`src/rtl/spi_req_arbiter.sv`:
```
// Round-robin arbiter that hands the single SPI master to one requester per frame.
// Optional watchdog abort of a stuck frame is compiled in with SPI_ARB_TIMEOUT_EN.
module spi_req_arbiter #(
    parameter int N_REQ          = 2,
    parameter int DATA_WIDTH     = 16,
    parameter int TIMEOUT_CYCLES = 4096
) (
    input  logic                        clk,
    input  logic                        rst_n,
    input  logic [N_REQ-1:0]            req_i,
    input  logic [N_REQ*DATA_WIDTH-1:0] req_tx_word_i,
    output logic [N_REQ-1:0]            grant_o,
    output logic [N_REQ-1:0]            req_done_o,
    output logic [DATA_WIDTH-1:0]       rx_word_o,
    output logic                        timeout_err_o,
    output logic                        enable_spi_o,
    output logic [DATA_WIDTH-1:0]       tx_byte_spi_o,
    input  logic                        busy_spi_i,
    input  logic                        complete_spi_i,
    input  logic [DATA_WIDTH-1:0]       rx_byte_spi_i
);

    localparam int IDX_W = (N_REQ > 1) ? $clog2(N_REQ) : 1;

    typedef enum logic [1:0] {
        IDLE = 2'd0,
        XFER = 2'd1,
        DONE = 2'd2
    } state_e;

    state_e                 state_q;
    logic [IDX_W-1:0]       rr_ptr_q;
    logic [IDX_W-1:0]       rr_ptr_d;
    logic [IDX_W-1:0]       owner_q;
    logic [N_REQ-1:0]       grant_q;
    logic [N_REQ-1:0]       req_done_q;
    logic [DATA_WIDTH-1:0]  rx_word_q;
    logic [DATA_WIDTH-1:0]  tx_q;
    logic                   enable_q;
    logic                   timeout_err_q;
    logic                   tmo_hit;

    logic [2*N_REQ-1:0]     req_dbl;
    logic                   win_found;
    logic [IDX_W-1:0]       win_off;
    logic [IDX_W:0]         win_sum;
    logic [IDX_W-1:0]       win_idx;
    logic [DATA_WIDTH-1:0]  tx_arr [N_REQ];

    always_comb begin
        for (int i = 0; i < N_REQ; i++) begin
            tx_arr[i] = req_tx_word_i[i*DATA_WIDTH +: DATA_WIDTH];
        end
    end

    // Rotate so bit 0 is the requester at rr_ptr, take the lowest set bit,
    // then rotate the offset back into an absolute requester index.
    always_comb begin
        req_dbl   = {req_i, req_i} >> rr_ptr_q;
        win_found = 1'b0;
        win_off   = '0;
        for (int k = 0; k < N_REQ; k++) begin
            if (!win_found && req_dbl[k]) begin
                win_found = 1'b1;
                win_off   = IDX_W'(k);
            end
        end
        win_sum = {1'b0, rr_ptr_q} + {1'b0, win_off};
        if (win_sum >= (IDX_W+1)'(N_REQ)) begin
            win_sum = win_sum - (IDX_W+1)'(N_REQ);
        end
        win_idx = win_sum[IDX_W-1:0];
    end

    assign rr_ptr_d = (owner_q == IDX_W'(N_REQ-1)) ? '0 : owner_q + 1'b1;

`ifdef SPI_ARB_TIMEOUT_EN
    localparam int CNT_W = $clog2(TIMEOUT_CYCLES + 1);
    logic [CNT_W-1:0] tmo_cnt_q;

    // Zero in every non-XFER cycle, so it is already clear on XFER entry.
    always_ff @(posedge clk or negedge rst_n) begin
        if (!rst_n) begin
            tmo_cnt_q <= '0;
        end else if (state_q == XFER) begin
            tmo_cnt_q <= tmo_cnt_q + 1'b1;
        end else begin
            tmo_cnt_q <= '0;
        end
    end

    assign tmo_hit = (tmo_cnt_q == CNT_W'(TIMEOUT_CYCLES - 1));
`else
    assign tmo_hit = 1'b0;
`endif

    always_ff @(posedge clk or negedge rst_n) begin
        if (!rst_n) begin
            state_q       <= IDLE;
            rr_ptr_q      <= '0;
            owner_q       <= '0;
            grant_q       <= '0;
            req_done_q    <= '0;
            rx_word_q     <= '0;
            tx_q          <= '0;
            enable_q      <= 1'b0;
            timeout_err_q <= 1'b0;
        end else begin
            req_done_q    <= '0;
            timeout_err_q <= 1'b0;
            case (state_q)
                IDLE: begin
                    if (win_found && !busy_spi_i) begin
                        grant_q  <= N_REQ'(1) << win_idx;
                        owner_q  <= win_idx;
                        tx_q     <= tx_arr[win_idx];
                        enable_q <= 1'b1;
                        state_q  <= XFER;
                    end
                end
                XFER: begin
                    if (complete_spi_i) begin
                        rx_word_q  <= rx_byte_spi_i;
                        enable_q   <= 1'b0;
                        req_done_q <= grant_q;
                        state_q    <= DONE;
                    end else if (tmo_hit) begin
                        enable_q      <= 1'b0;
                        req_done_q    <= grant_q;
                        timeout_err_q <= 1'b1;
                        state_q       <= DONE;
                    end
                end
                DONE: begin
                    grant_q  <= '0;
                    rr_ptr_q <= rr_ptr_d;
                    state_q  <= IDLE;
                end
                default: state_q <= IDLE;
            endcase
        end
    end

    assign grant_o       = grant_q;
    assign req_done_o    = req_done_q;
    assign rx_word_o     = rx_word_q;
    assign tx_byte_spi_o = tx_q;
    assign enable_spi_o  = enable_q;
    assign timeout_err_o = timeout_err_q;

endmodule

```
`config.mk`:
```
export PLATFORM = sky130hd
export DESIGN_NAME = spi_req_arbiter
export DESIGN_NICKNAME = d
export VERILOG_FILES = /design/src/rtl/spi_req_arbiter.sv
export SDC_FILE = /design/constraint.sdc
export NUM_CORES = 1
export LEC_CHECK = 0
export ABC_AREA = 1
export CAP_MARGIN = 15
export CORE_MARGIN = 8
export CORE_UTILIZATION = 38
export CTS_BUF_LIST = sky130_fd_sc_hd__clkbuf_4
export CTS_CLUSTER_SIZE = 16
export DETAILED_ROUTE_END_ITERATION = 8
export PLACE_DENSITY = 0.79
export SETUP_SLACK_MARGIN = 0.5
export SYNTH_ARGS = -nofsm -noshare
export SYNTH_HDL_FRONTEND = slang
export SYNTH_SLANG_ARGS = --single-unit
```
`constraint.sdc`:
```
create_clock -name clk -period 1.15 [get_ports clk]
set_input_delay 0.115 -clock clk [delete_from_list [all_inputs] [get_ports clk]]
set_output_delay 0.115 -clock clk [all_outputs]
set_load 0.1 [all_outputs]
```
# --- After elaboration in Yosys (flattened, before gate mapping) ---
# Index checks and enable logic that the tools add are counted.
word_totals:
  regBits: 41
  inputBits: 54
  out_inout_bits: 38
  wordCells: 50
classes:
  addsub: 3
  magnitude_cmp: 2
  n_eq_ne: 4
  n_shift: 2
  n_mux: 18
  bitwise: 1
  n_reduce_logical: 12
ops:
  columns: ["cell", "count"]
  rows:
  - ["2-to-1 mux 16 bit", 3]
  - ["2-to-1 mux 2 bit", 5]
  - ["one-hot mux 2 bit (2 select lines)", 2]
  - ["AND reduction 2 bit", 4]
  - ["2-to-1 mux 1 bit", 7]
  - [">= comparator 2 bit (second input constant)", 2]
  - ["inequality test 2 bit (second input constant)", 2]
  - ["nonzero test 2 bit", 2]
  - [">> shifter 4 x 1 -> 2 bit", 1]
  - ["AND reduction 3 bit", 1]
  - ["adder 1 x 1 -> 2 bit", 1]
  - ["== test 2 x 1 -> 1 bit (second input constant)", 1]
  - ["== test 2 bit (second input constant)", 1]
  - ["logical AND 1 bit", 2]
  - ["logical NOT 1 bit", 2]
  - ["logical NOT 2 bit", 1]
  - ["NOT 1 -> 2 bit", 1]
  - ["one-hot mux 1 bit (2 select lines)", 1]
  - ["left shift 1 x 1 -> 2 bit (first input constant)", 1]
  - ["adder 1 bit (second input constant)", 1]
  - ["subtractor 1 bit (second input constant)", 1]

# --- Logic depth before layout (Yosys ltp) ---
logic_depth:
  depth_word: 12
  mapped_depth: 7
  mapped_depth_nobuf: 6

# --- Worst setup path after synthesis ---
# Ideal clock, no wire load.
synth_timing:
  kind: "register to register"
  from: "register grant_o[0] (netlist name)"
  to: "register grant_q[0] (netlist: grant_o[0])"
  setup_time_ps: 69
  arrival_ps: 1143
  required_ps: 1081
  setup_slack_ps: -62
  stages_incl_launch_ff: 3
  path_buffers: 0
  synth_period_minus_slack_ps: 1212
  cell_sequence: "dfrtp_1 > nand3_1 > nand2_1"
synth_rtl:
  columns: ["element", "line", "rtl"]
  rows:
  - ["end signal, assigned", "114", "grant_q <= N_REQ'(1) << win_idx;"]
  - ["end, declared", "35", "logic [N_REQ-1:0] grant_q;"]

# --- Worst setup path in the final report ---
layout_timing:
  from: "register enable_q (netlist: enable_spi_o)"
  to: "output port enable_spi_o"
layout_rtl:
  columns: ["element", "line", "rtl"]
  rows:
  - ["start, declared", "39", "logic enable_q;"]
  - ["start signal, assigned", "106", "enable_q <= 1'b0;"]
  - ["start signal, assigned", "117", "enable_q <= 1'b1;"]
  - ["start signal, assigned", "124", "enable_q <= 1'b0;"]
  - ["end, declared", "16", "output logic enable_spi_o,"]
# No word-level cell between the ends.

==> impl_metrics.yaml <==
worst_setup_path:
  slowest_delay_ns: 0.52
  path_depth: 1
  crit_path_start_kind: "register"
  arrival_ns: 1.06
  ff2ff_setup_slack_ns: -0.02
  crit_slowest_cell: "dfrtp_4"
  crit_required_ns: 1.03
  crit_path_cell_trace: "buf_12"
  ff2ff_path_depth: 6
  crit_family: "flip-flops"
  crit_type: "register to output pin"
  critPathBufInv: 1
  cp-end-kind: "output pin"
  critPathMaxFanout: 2
sta:
  hold_viol: 41
  finalSetupViolCount: 35
  period_needed_ns: 1.17
  finClkSkew_ns: 0.0139
  rsz0062_at_grt: "yes"
  fmax_mhz: 853
  post-route-period-util_pct: 102
  setup_tns_ns: -0.361
  final.setup.worst_slack_ns: -0.0226
  whs_ns: -0.352
  drv_slew: 0
floorplan:
  start_util_pct: 38.6
  die_x_um: 87.1
  dieArea_um2: 7580
  rows: 26
  core_um2: 4980
  die_h_um: 87.1
  io_pins: 92
power_and_ir_drop:
  leakage_nw: 1.94
  p_clk_share_pct: 5.9
  power.share.sequential_pct: 24.3
  power.density_nw_per_um2: 3140
  combPwrFrac_pct: 69.7
  p_sw_mw: 6.67
  p_sw_share_pct: 53.0
  p_int_mw: 5.91
  ir_worst_vdd_mv: 1.95
  power.total_mw: 12.6
flow_run:
  drv_cap: 0
route:
  drt_iter0_markers: 78
  dr.pass1.iters: 4
  viasPerCell: 4.55
  vias: 2019
  drcViolationCount: 0
  ant_nets: 0
  post_drt_wl_per_cell_um: 14.9
  drt_wl_total_um: 6620
clocking:
  cts_sinks: 41
  root_buffer: "clkbuf_4"
  cts_buffers: 5
  insertion_delay_ns: 0.36
  htree_levels: 2
  clk_pin_slew_worst_paths_ns: 0.14
  cts_buffer_depth: 2
  cts_tree: "done"
cells_and_area:
  syn2layout_area_growth_pct: 109
  seq_area_um2: 1160
  multiInputGateArea_um2: 850
  layout_commonest_cell: "nand2_1"
  nFillCells: 295
  antenna_cells: 0
  drive_above_1_share_pct: 44.4
  final_cell_area_um2: 4010
  final_cell_mix: "88 x nand2_1, 52 x clkdlybuf4s50_1, 41 x buf_12"
  nNetsFinal: 427
min_path:
  hold_class: "input pin to async pin"
logic_synthesis:
  yosys.area.top_type_share_pct: 53.5
  yosys_register_bits: 41
  yosysWarningCount: 0
  ys_top_cells_by_area: "dfrtp_1 53%, nand2_1 21%, nand3_1 9.4%"
  yosys.area.top_type: "dfrtp_1"
  netlist_area_um2: 1920
  syn-num-nets: 301
  ys_types: 15
  synth_cells: 247
  seq_area_frac_synth_pct: 53.5
  synth.avg_cell_area_um2: 7.77
global_routing:
  grt_util_met3_pct: 5.19
  grt_pass1_wl_um: 9530
  grt_start_max_net_pins: 28
  grt_util_met2_pct: 27.8
  gr-total-overflow: 0
  busiest_layer: "met2"
  grt_pass1_vias: 2001
  grt_usage_pct: 15.9
  use_met1_pct: 18.5
  antenna_found_initial: 0
placement:
  placed_area_um2: 3490
  port_buffers: 90
  place_congestion: 0.748
  hpwl_um: 4400
outcome:
  status: "finished with violations"
  violations: "negative hold slack, negative setup slack"
==> Yosys cell counts <==
master / instances
dfrtp_1: 41
conb_1: 1
buf_4: 8
inv_1: 38
nand2_1: 107
nor2_1: 5
o31ai_1: 1
nor2_4: 1
o21ai_0: 1
nor2_2: 1
nand2_2: 3
nand3_1: 36
buf_6: 2
inv_2: 1
nand2_4: 1
==> cells by family after synthesis <==
logic type             after synthesis  share of synthesized area (%)
other                                1                          0.195
buffers and inverters               49                           11.9
and+or+nand+nor                    154                           33.8
DFF                                 41                           53.5
AOI/OAI and AO/OA                    2                          0.652
==> cell type report <==
class                           instances  share of cell area (%)
Clock buffer                            5                   0.937
Timing Repair Buffer                  129                    42.3
Clock inverter                          3                   0.437
Sequential cell                        41                    29.1
Inverter                               39                    3.90
Tap cell                               70                    2.19
Multi-Input combinational cell        157                    21.2
==> repair_timing <==
action                                  4_1_cts  5_1_grt
endpoints found under the setup margin       78       78
resized for setup                            48       27
setup buffers                                14        3
pin swaps                                    19       22
endpoints found under the hold margin        41       34
cloned                                        3        3
==> state kept, by name, indices dropped and copies added (netlist names) <==
signal / count
enable_spi_o: 1
grant_o: 2
owner_q: 1
req_done_o: 2
rr_ptr_q: 1
rx_word_o: 16
state_q: 2
tx_byte_spi_o: 16
==> per-layer routing <==
metal	vias up	part of all wire [%]
met5	-	0
met4	0	1.7
met3	11	6.3
met2	73	51
met1	947	41
li1	988	-
==> through the flow <==
step / hold slack (ns) / instances / util (%) / setup slack (ns)
floorplan: -0.181 / 247 / - / 0.0702
global route: -0.360 / 444 / 80.5 / -0.0680
detailed placement: 0.0527 / 413 / 70.1 / -0.288
finish: -0.352 / 444 / 80.5 / -0.0226
CTS: -0.349 / 438 / 77.1 / -0.0306
global placement: 0.0502 / 413 / 70.1 / -0.224
==> power groups by stage <==
stage	combinational, mW	clock, mW	sequential [mW]
4_1_cts	8.48	0.751	3.04
3_3_place_gp	7.85	0	3.05
5_1_grt	9.05	0.842	3.13
2_1_floorplan	0.930	0	6.81
3_5_place_dp	7.95	0	3.06
6_report	8.77	0.743	3.06
==> path summary, 6_finish.rpt <==
| check | startpoint | end |
|---|---|---|
| setup / recovery | enable_spi_o | enable_spi_o |
| hold / removal | rst_n | tx_byte_spi_o[4] |
| setup reg to reg | state_q[1] | tx_byte_spi_o[3] |
| hold reg to reg | owner_q | rr_ptr_q |
| max in group asynchronous | rst_n | rx_word_o[11] |
| min in group clk | rx_byte_spi_i[8] | rx_word_o[8] |
Power figures use the tool's default switching activity.
